### src/rtl/gain_ramp_ctrl.sv
// Gain ramp controller: slews a signed 30-bit scale toward a target
// one step per stream sample, with mute and immediate-jump support.
module gain_ramp_ctrl #(
    parameter logic signed [29:0] RESET_SCALE = 30'sd0
) (
    input  logic        clk,
    input  logic        rst,
    input  logic        sample_en,
    input  logic        load,
    input  logic [31:0] target_in,
    input  logic [29:0] step_in,
    input  logic        mute,
    output logic [31:0] scale,
    output logic        busy,
    output logic        done,
    output logic        at_target
);

    typedef enum logic [1:0] {
        IDLE      = 2'd0,
        EVAL      = 2'd1,
        RAMP_UP   = 2'd2,
        RAMP_DOWN = 2'd3
    } state_t;

    state_t             r_state;
    logic signed [29:0] r_scale;
    logic signed [29:0] r_tgt;
    logic        [29:0] r_stp;
    logic               r_done;
    logic               r_mute_q;

    state_t             w_state_nxt;
    logic signed [29:0] w_scale_nxt;
    logic               w_done_nxt;
    logic signed [29:0] w_eff;
    logic signed [29:0] w_tgt_sat;
    logic signed [31:0] w_eff_x;
    logic signed [31:0] w_scl_x;
    logic signed [31:0] w_stp_x;
    logic signed [31:0] w_up;
    logic signed [31:0] w_dn;
    logic               w_mute_edge;

    // Top three bits agreeing means the value already fits in 30 bits.
    always_comb begin
        w_tgt_sat = target_in[29:0];
        if (target_in[31:29] != 3'b000 && target_in[31:29] != 3'b111) begin
            w_tgt_sat = target_in[31] ? 30'sh2000_0000 : 30'sh1FFF_FFFF;
        end
    end

    assign w_mute_edge = mute ^ r_mute_q;
    assign w_eff       = mute ? 30'sd0 : r_tgt;
    assign w_eff_x     = {{2{w_eff[29]}}, w_eff};
    assign w_scl_x     = {{2{r_scale[29]}}, r_scale};
    assign w_stp_x     = {2'b00, r_stp};
    assign w_up        = w_eff_x - w_scl_x;
    assign w_dn        = w_scl_x - w_eff_x;

    always_comb begin
        w_state_nxt = r_state;
        w_scale_nxt = r_scale;
        w_done_nxt  = 1'b0;
        if (load || w_mute_edge) begin
            w_state_nxt = EVAL;
        end else begin
            unique case (r_state)
                IDLE: ;
                EVAL: begin
                    if (r_scale == w_eff) begin
                        w_state_nxt = IDLE;
                        w_done_nxt  = 1'b1;
                    end else if (r_stp == 30'd0) begin
                        w_scale_nxt = w_eff;
                        w_state_nxt = IDLE;
                        w_done_nxt  = 1'b1;
                    end else if (w_eff > r_scale) begin
                        w_state_nxt = RAMP_UP;
                    end else begin
                        w_state_nxt = RAMP_DOWN;
                    end
                end
                RAMP_UP: begin
                    if (sample_en) begin
                        if (w_up <= w_stp_x) begin
                            w_scale_nxt = w_eff;
                            w_state_nxt = IDLE;
                            w_done_nxt  = 1'b1;
                        end else begin
                            w_scale_nxt = r_scale + r_stp;
                        end
                    end
                end
                RAMP_DOWN: begin
                    if (sample_en) begin
                        if (w_dn <= w_stp_x) begin
                            w_scale_nxt = w_eff;
                            w_state_nxt = IDLE;
                            w_done_nxt  = 1'b1;
                        end else begin
                            w_scale_nxt = r_scale - r_stp;
                        end
                    end
                end
                default: w_state_nxt = IDLE;
            endcase
        end
    end

    always_ff @(posedge clk) begin
        if (rst) begin
            r_state  <= IDLE;
            r_scale  <= RESET_SCALE;
            r_tgt    <= RESET_SCALE;
            r_stp    <= 30'd0;
            r_done   <= 1'b0;
            r_mute_q <= 1'b0;
        end else begin
            r_state  <= w_state_nxt;
            r_scale  <= w_scale_nxt;
            r_done   <= w_done_nxt;
            r_mute_q <= mute;
            if (load) begin
                r_tgt <= w_tgt_sat;
                r_stp <= step_in;
            end
        end
    end

    assign scale     = {{2{r_scale[29]}}, r_scale};
    assign busy      = (r_state != IDLE);
    assign done      = r_done;
    assign at_target = (r_state == IDLE) && (r_scale == w_eff);

endmodule

### config.mk
export PLATFORM = sky130hd
export DESIGN_NAME = gain_ramp_ctrl
export DESIGN_NICKNAME = d
export VERILOG_FILES = /design/src/rtl/gain_ramp_ctrl.sv
export SDC_FILE = /design/constraint.sdc
export NUM_CORES = 1
export LEC_CHECK = 0
export CAP_MARGIN = 10
export CORE_ASPECT_RATIO = 0.5
export CORE_MARGIN = 2
export CORE_UTILIZATION = 60
export CTS_CLUSTER_SIZE = 20
export DETAILED_ROUTE_END_ITERATION = 8
export PLACE_DENSITY = 0.79
export REMOVE_ABC_BUFFERS = 1
export SETUP_SLACK_MARGIN = 0.15
export SLEW_MARGIN = 10
export SYNTH_ARGS = -nofsm -noshare
export SYNTH_HDL_FRONTEND = slang
export SYNTH_SLANG_ARGS = --single-unit
### constraint.sdc
create_clock -name clk -period 7.8 [get_ports clk]
set_input_delay 1.17 -clock clk [delete_from_list [all_inputs] [get_ports clk]]
set_output_delay 1.17 -clock clk [all_outputs]
set_load 0.005 [all_outputs]
## Word level (Yosys, flattened, before mapping)

Cells that the tools add are included.

| operators by class | value |
|---|---|
| add/subtract/negate cells | 4 |
| multipliers | 0 |
| divide/modulo/power cells | 0 |
| order comparisons | 3 |
| equal/unequal tests | 15 |
| shifts and indexed selects | 0 |
| mux-type cells | 26 |
| bitwise logic cells | 2 |
| reduce and logical (&&, ||, !) cells | 13 |

Operators with widths:

| cell | count |
|---|---|
| 2-to-1 mux 30 bit | 9 |
| case mux 30 bit (3 select lines) | 1 |
| less-or-equal comparator 31 bit | 2 |
| subtractor 30 x 30 -> 31 bit | 2 |
| adder 30 bit | 1 |
| == test 30 bit | 1 |
| greater-than comparator 30 bit | 1 |
| zero test 30 bit | 1 |
| subtractor 30 bit | 1 |
| inequality test 3 bit (second input constant) | 5 |
| 2-to-1 mux 2 bit | 6 |
| inequality test 2 bit (second input constant) | 6 |
| AND reduction 5 bit | 2 |
| 2-to-1 mux 1 bit | 8 |
| case mux 2 bit (3 select lines) | 1 |
| AND reduction 6 bit | 1 |
| nonzero test 3 bit | 2 |
| == test 2 bit (second input constant) | 2 |
| nonzero test 4 bit | 1 |
| case mux 1 bit (3 select lines) | 1 |
| == test 2 x 1 -> 1 bit (second input constant) | 1 |
| logical AND 1 bit | 2 |
| zero test 2 bit | 1 |
| nonzero test 2 bit | 1 |
| 4 further kinds | 4 |

| storage, ports and cells | value |
|---|---|
| bits in registers | 94 |
| bits in latches | 0 |
| memory bits (writable) | 0 |
| ROM bits | 0 |
| input bits | 67 |
| memories | 0 |

## Depth between registers and ports, before layout

Gate-level depths: netlist of run 1.

| depth | value |
|---|---|
| depth after elaboration | 7 |
| depth in mapped cells | 30 |
| gate-level depth less buffers | 26 |

## Least setup slack after synthesis of run 1

No wires, ideal clock.

| timing path | value |
|---|---|
| path type | input-to-reg |
| from | in mute |
| to | reg r_scale[28] |
| library setup time | 0.086 ns |
| arrival time | 6.691 ns |
| slack | 1.023 ns |
| cell stages on the path | 28 |
| buffers on the path | 5 |
| cell sequence | buf_4 inv_2 clkbuf_1 buf_1 nand2_1 ha_1 nand3b_1 a2111o_1 o211ai_2 o41ai_2 o21a_1 a2111oi_2 nor2_1 a31o_2 o31ai_1 xor2_1 ha_1 nand3_1 or4_1 a41oi_1 a211o_1 nor4b_2 o21a_2 buf_6 buf_12 nand2_1 mux2_2 a221oi_2 |

| on the way | value |
|---|---|
| longest elaborated chain between the ends | 6 |
| elaborated cells between the ends (all ways) | 18 |

RTL lines:

| what | line | text |
|---|---|---|
| start, declared | 12 | `input logic mute,` |
| 2-to-1 mux 30 bit | 54 | `assign w_eff = mute ? 30'sd0 : r_tgt;` |
| subtractor 30 x 30 -> 31 bit, on equally long branches | 59, 58 |  |
| less-or-equal comparator 31 bit, on equally long branches | 97, 86 |  |
| 2-to-1 mux 30 bit, on equally long branches | 97, 86 |  |
| 2-to-1 mux 30 bit, on equally long branches | 96, 85 |  |
| case mux 30 bit (3 select lines) | 68 | `unique case (r_state)` |
| end signal, assigned | 121 | `r_scale <= w_scale_nxt;` |
| end, declared | 27 | `logic signed [29:0] r_scale;` |

Several ways; a longest one is shown, not always the timed one. The select of a mux whose other input is x is not followed.
A chain may end at the register's enable or synchronous reset.

## Worst setup path in the final report of run 1

Same ends and word-level chain as after synthesis.

==> summary.md, run 1 <==
| Metric | Value |
|---|---|
| Status | completed |
| Synth Area per Inst | roughly 7.4 um2 |
| Clock root cell | clkbuf_16 |
| Hold Path Class | register to register |
| Total number of vias | between 10000 and 15000 |
| Synth Cell Area | 11800 um2 |
| Critical path data required time | a little over 8 ns |
| Slew margin rel. | 0.103 |
| Slew Limit Fails | 0 |
| Commonest non-fill, non-tap cell in the layout | ha_1 |
| Yosys reg bits | 94 |
| Port-buffer cells | between 100 and 150 |
| P&R area growth vs syn | 13.0% |
| Yosys cell types | 87 |
| Post-synth EDFFs | 0 |
| Crit-path max FO | 25 |
| Worst slew pin tran | 1.32 ns |
| Die span in y | 103 um |
| Area fraction of the dominant cell type after synthesis | 0.179 |
| DRC Markers | 0 |
| Crit path depth | 27 |
| Layout fillers | roughly 1700 |
| Final worst-path cycle share | 0.928 |
| Antenna violations before repair | 0 |
| GRT Overall Usage | 0.410 |
| Area leader, netlist | ha_1 |
| Startpoint Class | input port |
| FFs w/ async S/R, synth | 0 |
| Post-synthesis cell count | about 1600 |
| Top cell family by delay on the critical path | compound AO/OA/AOI/OAI gates |
| Hold slack | between 0.4 and 0.5 ns |
| CTS Buf Count | 9 |
| Antenna cell count | 0 |
| Reg-to-Reg End | r_scale[2]$_SDFFE_PP0P_ |
| Commonest cells after routing, fill and taps aside | 169 x ha_1, 163 x a21oi_1, 125 x nor2_1 |
| Layout cells sized above 1 | 0.0509 |
| Crit path DAT | between 7 and 8 ns |
| Max Freq | 138 MHz |
| Detailed Route Iter0 Violations | 1456 |
| R2R cell count | 25 |
| DIE AREA | around 21000 um2 |
| CP peak stage delay | about 0.56 ns |
| Overflow after GRT | 0 |
| Ports | around 100 |
| Fin Setup TNS | 0 ns |
| Num rows | 36 |
| Drt first pass iters | 6 |
| Buf/Inv on CP | 5 |
| Average wire per standard cell | around 23 um |
| H-tree levels | 3 |
| Clk_lat worst skew | approximately 0.39 ns |
| Yosys warning total | 0 |
| Power per cell area | between 100 and 150 nW/um2 |
| Global-route wire length before repair | around 66000 um |
| Routed WL | 43100 um |
| Clock-pin slew on the worst setup and hold paths | ~0.070 ns |
| CP Capture Point | r_scale[28]$_SDFFE_PP0P_ |
| Largest net degree at the start of global routing | 46 |
| R2r startpoint | r_tgt[6]$_SDFFE_PP0P_ |
| Top area cells in the synthesized netlist | ha_1 18%, dfxtp_1 16%, a21oi_1 7.0% |
| Setup crit end kind | register |
| RSZ-0062 raised after global routing | no |
| Crit Path Category | input port to register |
| Synth Flop Type | dfxtp_1 |
| Vias in the first global route | ~12000 |
| Vias per cell | roughly 6.7 |
| Slowest stage cell, crit path | or4_1 |
| Final Net Count | about 1900 |
| Clk sink count | 94 |
| Detailed-placement wirelength estimate | 33600 um |
| Post-detailed-route count of antenna-violating nets | 0 |
| Final setup violation count | 0 |
| First element of the critical path | mute |
| MaxCap Viol Count | 0 |
| Register area share after synthesis | 0.159 |
| CTS tree | done |
| Final Hold Viols | 0 |
| RD Place Congestion | between 1 and 1.5 |
| Worst ir drop on vdd | approximately 0.12 mV |
| Fin crit period | 7.24 ns |
| R2R Setup Slk | about 1.5 ns |
| Leakage | between 0.005 and 0.006 uW |
| Core Region | just under 20000 um2 |
| Crit-path most repeated cell | nand2_1 |
| Starting Density | 0.610 |
| Max clock buf depth | 2 |
| Clock skew | roughly 0.012 ns |
| Die Span X | ~200 um |
cell usage after synthesis, types with 7 or more instances:
cell	count
a211o_1	9
a211oi_1	16
a21o_1	31
a21oi_1	165
a221o_1	15
a221oi_1	19
a22o_1	7
a22oi_1	7
a31oi_1	23
and2_1	7
and3_1	11
buf_1	7
buf_2	18
clkbuf_1	55
dfxtp_1	94
ha_1	169
inv_1	118
mux2i_1	36
nand2_1	108
nand2b_1	51
nand3_1	25
nand3b_1	13
nand4_1	25
nor2_1	126
nor2b_1	14
nor3_1	19
nor4_1	23
o211ai_1	11
o21a_1	17
o21ai_0	106
o21bai_1	22
o221ai_1	16
o31ai_1	14
or2_2	9
or3_1	10
xnor2_1	45
xor2_1	24
cell type report:
cell class | instances | area, um2 | area share
Sequential cell | 94 | 1880 | 0.141
Timing Repair Buffer | 134 | 1250 | 0.0939
Tap cell | 266 | 333 | 0.0249
Clock buffer | 12 | 246 | 0.0185
Clock inverter | 4 | 56.3 | 0.00422
Inverter | 119 | 447 | 0.0335
Multi-Input combinational cell | 1287 | 9130 | 0.684
per-layer routing:
metal  global-route usage  routed length (um)
met4                0.125                1180
met1                0.566               18900
met3                0.121                5510
met5                    0                   0
met2                0.618               17600
registers in the layout, summed over array words and instances (netlist names):
| register | count |
|---|---|
| r_stp | 30 |
| r_scale | 30 |
| r_tgt | 30 |
| r_state | 2 |
| done | 1 |
| r_mute_q | 1 |
cells by family after synthesis:
kind of cell / synth area share
DFF: 0.159
xor gates and xnor gates: 0.0512
adders and majority gates: 0.187
muxes: 0.0315
buffers and inverters: 0.0716
and+or+nand+nor: 0.200
AOI/OAI and AO/OA: 0.300
power breakdown:
group	switching (uW)	internal, uW	total, uW
Combinational	522	380	902
Clock	219	259	479
Sequential	30.2	501	531
Total	771	1140	1910
stage by stage:
step / util / instances / total power, uW / setup slack [ns] / area (um2)
global placement: 0.672 / 1900 / 1380 / 0.403 / 13000
CTS: 0.687 / 1916 / 1880 / 0.650 / 13300
detailed placement: 0.672 / 1900 / 1400 / 0.276 / 13000
global route: 0.689 / 1916 / 2020 / 0.194 / 13300
finish: 0.689 / 1916 / 1910 / 0.561 / 13300
floorplan: - / 1500 / 1130 / 1.11 / 11400
repair_timing:
action | 4_1_cts | 5_1_grt
resized for setup | 0 | 5
endpoints found under the setup margin | 0 | 18
buffers inserted | 0 | 0
hold buffers | 0 | 0
worst min path at each step:
stage	slack, ns	cells after the start	end	startpoint
after CTS	0.48	2	r_tgt[24]$_SDFFE_PP0P_	r_tgt[24]$_SDFFE_PP0P_
after global routing	0.49	2	r_tgt[28]$_SDFFE_PP0P_	r_tgt[28]$_SDFFE_PP0P_
after global placement	0.46	2	r_tgt[23]$_SDFFE_PP0P_	r_tgt[23]$_SDFFE_PP0P_
final	0.48	2	r_tgt[14]$_SDFFE_PP0P_	r_tgt[14]$_SDFFE_PP0P_
after detailed placement	0.46	2	r_tgt[24]$_SDFFE_PP0P_	r_tgt[24]$_SDFFE_PP0P_
after floorplan	0.44	2	r_tgt[0]$_SDFFE_PP0P_	r_tgt[0]$_SDFFE_PP0P_
worst register-to-register path, delay by kind of cell (launching register included):
kind / cells / cell delay [ns]
compound gates: 15 / 3.66
xor+xnor: 1 / 0.15
fa+ha+maj: 2 / 0.70
buf+inv: 2 / 0.37
flops: 1 / 0.42
simple gates: 5 / 0.88
(Power assumes the default switching activity.)
==> inputs of run 2 (changes only) <==
--- a/config.mk
+++ b/config.mk
@@ -6,7 +6,6 @@
 export NUM_CORES = 1
 export LEC_CHECK = 0
 export CAP_MARGIN = 10
-export CORE_ASPECT_RATIO = 0.5
 export CORE_MARGIN = 2
 export CORE_UTILIZATION = 60
 export CTS_CLUSTER_SIZE = 20
==> run 2 against run 1 <==
  * Sequential power is essentially flat
  * Total power shrank 1.6%
  * Non-clock buffer count shrank 8
  * Utilization shrank 0.45 points
  * Clock power grew 1%
  * Worst setup slack lost 0.13 ns
  * First-iteration DRC count shrank 17%
  * Wire length shrank 9.5%
  * Sequential share of layout area grew 0.070 points
  * Final area shrank 0.50%
  * Via count shrank 2.8%
  * Clock-buffer cell count shrank 2
  * Critical path type unchanged
  * Critical endpoint is now r_scale[4]$_SDFFE_PP0P_
  * Highest routed layer unchanged
==> summary.md, run 2 (synthesis results as in run 1) <==
| Metric | Value |
|---|---|
| Status | completed |
| Starting Density | 0.609 |
| GRT Overall Usage | 0.371 |
| Pwr Total | 1880 uW |
| H-tree levels | 3 |
| Max Freq | about 140 MHz |
| Final setup violation count | 0 |
| Vias per cell | around 6.5 |
| Top Layer Used | met4 |
| Drt first pass iters | 6 |
| Met2 WL | approximately 17000 um |
| Setup crit end kind | register |
| Num rows | between 50 and 60 |
| Slew margin rel. | 0.266 |
| Regs by FF count | r_scale x30, r_stp x30, r_tgt x30 |
| Clock-pin slew on the worst setup and hold paths | ~0.080 ns |
| Crit path DAT | about 7.6 ns |
| CP peak stage delay | 0.56 ns |
| Commonest cells after routing, fill and taps aside | 169 x ha_1, 164 x a21oi_1, 124 x nor2_1 |
| Die Span X | 144 um |
| Worst slew pin tran | roughly 1.1 ns |
| Slowest stage cell, crit path | or4_1 |
| Final worst-path cycle share | 0.945 |
| Core Region | around 19000 um2 |
| Hold Path Class | register to register |
| Commonest non-fill, non-tap cell in the layout | ha_1 |
| Clock skew | between 0.008 and 0.009 ns |
| Fin crit period | about 7.4 ns |
| Slew Limit Fails | 0 |
| Ports | between 100 and 150 |
| Global-route wire length before repair | roughly 60000 um |
| Clk sink count | between 90 and 100 |
| Final Hold Viols | 0 |
| Max clock buf depth | 2 |
| Critical path data required time | 8.01 ns |
| Overflow after GRT | 0 |
| Final worst slack | about 0.43 ns |
| Crit-path max FO | 28 |
| Startpoint Class | input port |
| Detailed Route Iter0 Violations | ~1200 |
| Average wire per standard cell | 20.5 um |
| Vias in the first global route | between 10000 and 15000 |
| Post-detailed-route count of antenna-violating nets | 0 |
| Finished Core Util | 0.684 |
| Power per cell area | around 140 nW/um2 |
| RD Place Congestion | ~1.0 |
| Layout cells sized above 1 | 0.0475 |
| CTS Buf Count | 9 |
| CTS tree | done |
| Clk_lat worst skew | roughly 0.36 ns |
| Die span in y | ~140 um |
| MaxCap Viol Count | 0 |
| P&R area growth vs syn | 12.4% |
| Crit Path Category | input port to register |
| Antenna cell count | 0 |
| RSZ-0062 raised after global routing | no |
| Metal3 WL | 3010 um |
| Clock root cell | clkbuf_16 |
| Setup Fix Bufs, Post-CTS | 0 |
| Worst ir drop on vdd | 0.107 mV |
| Routed WL | 39000 um |
| Detailed-placement wirelength estimate | 30500 um |
| Final Net Count | roughly 1900 |
| DIE AREA | ~21000 um2 |
| DRC Markers | 0 |
| Port-buffer cells | about 100 |
| R2R Setup Slk | about 1.4 ns |
| Largest net degree at the start of global routing | 74 |
| WL met1 | between 15000 and 20000 um |
| Setup slack at placement | -0.00785 ns |
| Antenna violations before repair | 0 |
| Total number of vias | about 12000 |
| Leakage | slightly below 0.006 uW |
run 2: where the power goes:
group	leakage [uW]	switching, uW	total, uW	internal, uW
combinational	0.00487	496	869	373
sequential	0.000769	27.2	528	501
clock	0.000149	224	484	261
run 2: final cells by class:
type | instances | area (um2)
clock buffers | 10 | 239
clock inverters | 6 | 68.8
fillers | 1768 | 6120
inverters | 119 | 447
multi-input cells | 1287 | 9110
flip-flops and latches | 94 | 1880
well taps | 265 | 332
repair buffers | 126 | 1200
run 2: final timing paths:
kind / from / to / cells past startpoint
max: mute / r_scale[4]$_SDFFE_PP0P_ / 26
min: r_tgt[0]$_SDFFE_PP0P_ / r_tgt[0]$_SDFFE_PP0P_ / 2
max reg2reg: r_tgt[6]$_SDFFE_PP0P_ / r_scale[4]$_SDFFE_PP0P_ / 24
min reg2reg: r_tgt[0]$_SDFFE_PP0P_ / r_tgt[0]$_SDFFE_PP0P_ / 2
run 2: per-layer routing:
layer  global-route usage  vias up
met5                    0        -
met1                0.524     5839
met4                0.144        0
met3               0.0523       95
met2                0.572      589
li1                     -     5893
run 2: what timing repair did:
action | in CTS | in global routing
hold buffers | 0 | 0
resized for setup | 0 | 5
endpoints found under the setup margin | 0 | 28
run 2: stage by stage:
step                      std cells  TNS [ns]  area [um2]  hold WS, ns
after floorplan                1500         0       11400        0.439
after global placement         1891         0       13000        0.457
after detailed placement       1891  -0.00785       13000        0.459
after CTS                      1907         0       13300        0.472
after global routing           1907         0       13300        0.502
final                          1907         0       13300        0.474
run 2: worst max-delay path: cells and delay by family:
kind | cells | cell delay [ns]
xor gates and xnor gates | 1 | 0.13
adders and majority gates | 2 | 0.68
buffers and inverters | 4 | 1.31
and+or+nand+nor | 8 | 1.54
AOI/OAI and AO/OA | 11 | 2.71
==> inputs of run 3 (changes only) <==
--- a/config.mk
+++ b/config.mk
@@ -6,7 +6,6 @@
 export NUM_CORES = 1
 export LEC_CHECK = 0
 export CAP_MARGIN = 10
-export CORE_MARGIN = 2
 export CORE_UTILIZATION = 60
 export CTS_CLUSTER_SIZE = 20
 export DETAILED_ROUTE_END_ITERATION = 8
==> run 3 against run 2 <==
  * Total power is 0.77% lower
  * Clock-buffer cell count did not move
  * Largest cell class unchanged
  * Flip-flop and latch count unchanged
  * Clock power is 5.2% lower
  * Highest routed layer unchanged
  * Wire length increased by 2.1%
  * Maximum frequency fell by 0.47%
  * Critical path type unchanged
==> summary.md, run 3 (synthesis results as in run 1) <==
| Metric | Value |
|---|---|
| Setup Fix Bufs, Post-CTS | 0 |
| Max Freq | about 140 MHz |
| Met3 usage in global routing | 0.0569 |
| Routed WL | roughly 40000 um |
| Slew Limit Fails | 0 |
| Crit path DAT | 7.67 ns |
| Clk sink count | 94 |
| Power per cell area | around 140 nW/um2 |
| Worst ir drop on vdd | around 0.13 mV |
| Post-detailed-route count of antenna-violating nets | 0 |
| Multi-input gate area | roughly 9000 um2 |
| Setup crit end kind | register |
| CTS Hold Bufs | 0 |
| Layout cells sized above 1 | 0.0457 |
| Grt peak-use layer | met2 |
| DIE AREA | between 20000 and 25000 um2 |
| Placed cell area | ~13000 um2 |
| Finished Cell Area | 13200 um2 |
| Clock root cell | clkbuf_16 |
| Vias in the first global route | around 11000 |
| Crit-path cells | clkdlybuf4s50_1, nor2b_1, inv_1, ha_1, inv_1, a2111o_1, o211ai_2, o41ai_2, o21a_1, a2111oi_2, nor2_1, a31o_2, o31ai_1, xor2_1, ha_1, nand3_1, or4_1, a41oi_1, a211o_1, nor4b_2, o21ai_2, buf_4, a2111o_1, a221oi_1 |
| Core Region | 19000 um2 |
| Met2 usage | 0.617 |
| Die span in y | ~140 um |
| Commonest non-fill, non-tap cell in the layout | ha_1 |
| Ports | around 100 |
| RD Place Congestion | between 0.9 and 1 |
| Setup slack at placement | roughly 0.099 ns |
| RSZ-0062 raised after global routing | yes |
| Drt first pass iters | 5 |
| Total number of vias | approximately 13000 |
| Logic pwr share | 0.471 |
| Detailed-placement wirelength estimate | 31000 um |
| Register area | 1880 um2 |
| Cells after DPL | ~1900 |
| Leakage | 0.00576 uW |
| Final worst-path cycle share | 0.949 |
| DRC Markers | 0 |
| Commonest cells after routing, fill and taps aside | 169 x ha_1, 164 x a21oi_1, 125 x nor2_1 |
| Average wire per standard cell | between 20 and 25 um |
| CTS tree | done |
| Starting Density | 0.621 |
| Final worst slack | slightly below 0.4 ns |
| Slowest stage cell, crit path | or4_1 |
| Global-route met1 utilization | 0.536 |
| Worst slew pin tran | 1.20 ns |
| Largest net degree at the start of global routing | 63 |
| Fin Setup TNS | 0 ns |
| Crit Path Category | input port to register |
| Startpoint Class | input port |
| H-tree levels | 3 |
| Vias per cell | between 6 and 7 |
| Fin crit period | roughly 7.4 ns |
| Net Sw Frac | 0.407 |
| Clock skew | 0.0111 ns |
| Slew margin rel. | 0.203 |
| P&R area growth vs syn | 11.9% |
| Final Net Count | between 1500 and 2000 |
| Antenna violations before repair | 0 |
| Hold Path Class | register to register |
| Clk pwr share | 0.246 |
| Regs by FF count | r_scale x30, r_stp x30, r_tgt x30 |
| Clock-pin slew on the worst setup and hold paths | 0.08 ns |
| Detailed Route Iter0 Violations | ~1600 |
| CTS Buf Count | 9 |
| Global-route wire length before repair | about 62000 um |
| Final setup violation count | 0 |
| Reg power frac | 0.283 |
| Clk_lat worst skew | roughly 0.37 ns |
| Final Hold Viols | 0 |
| CP peak stage delay | about 0.56 ns |
| MaxCap Viol Count | 0 |
| Overflow after GRT | 0 |
| Port-buffer cells | roughly 100 |
| Design internal power | between 1000 and 1500 uW |
| Layout fillers | ~1600 |
| Num rows | 50 |
| Final Non-Filler Cells | ~1900 |
| Critical path data required time | between 8 and 9 ns |
| Psw | between 700 and 800 uW |
| Status | completed |
| GRT Overall Usage | 0.391 |
| Max clock buf depth | 2 |
| Crit-path max FO | 16 |
| Antenna cell count | 0 |
| Die Span X | ~140 um |
run 3: changes by cell type in the layout (fill, tap and decap cells not counted), sizes merged:
cell,before,now
clkinv,2,1
inv,121,122
bufinv,1,0
run 3: path summary, 6_finish.rpt:
| check | slack [ns] | endpoint | cells after the start | startpoint |
|---|---|---|---|---|
| min reg2reg | 0.48 | r_tgt[27]$_SDFFE_PP0P_ | 2 | r_tgt[27]$_SDFFE_PP0P_ |
| min | 0.48 | r_tgt[27]$_SDFFE_PP0P_ | 2 | r_tgt[27]$_SDFFE_PP0P_ |
| max reg2reg | 1.15 | r_scale[17]$_SDFFE_PP0P_ | 23 | r_tgt[6]$_SDFFE_PP0P_ |
| max | 0.40 | r_scale[17]$_SDFFE_PP0P_ | 24 | mute |
run 3: final cells by class:
class | instances | area share
flip-flops and latches | 94 | 0.142
well taps | 260 | 0.0246
clock buffers | 10 | 0.0181
repair buffers | 126 | 0.0899
multi-input cells | 1287 | 0.688
clock inverters | 5 | 0.00322
inverters | 119 | 0.0338
run 3: power groups by stage:
stage | Clock (uW) | Combinational (uW) | Sequential, uW
after floorplan | 0 | 600 | 528
after CTS | 459 | 855 | 527
final | 459 | 879 | 529
after detailed placement | 0 | 849 | 539
after global placement | 0 | 837 | 538
after global routing | 475 | 963 | 531
run 3: metal layers:
metal,wire [um],vias to the layer above,share of wire
met2,17500,694,0.44
met5,0,-,0
li1,-,5885,-
met3,3540,101,0.089
met1,17400,5928,0.44
met4,1400,0,0.035
run 3: repair_timing:
action | CTS | global route
endpoints found under the setup margin | 0 | 10
hold endpoints to repair | 0 | 0
gates resized for setup | 0 | 1
run 3: through the flow:
step,total power (uW),util,hold slack (ns)
finish,1870,0.695,0.475
global route,1970,0.695,0.507
CTS,1840,0.695,0.477
detailed placement,1390,0.680,0.466
global placement,1380,0.680,0.459
floorplan,1130,-,0.439
run 3: worst max-delay path, delay by kind of cell:
family / cells / cell delay [ns]
simple gates: 5 / 1.49
xor+xnor: 1 / 0.12
compound gates: 12 / 3.00
buf+inv: 4 / 1.05
fa+ha+maj: 2 / 0.81
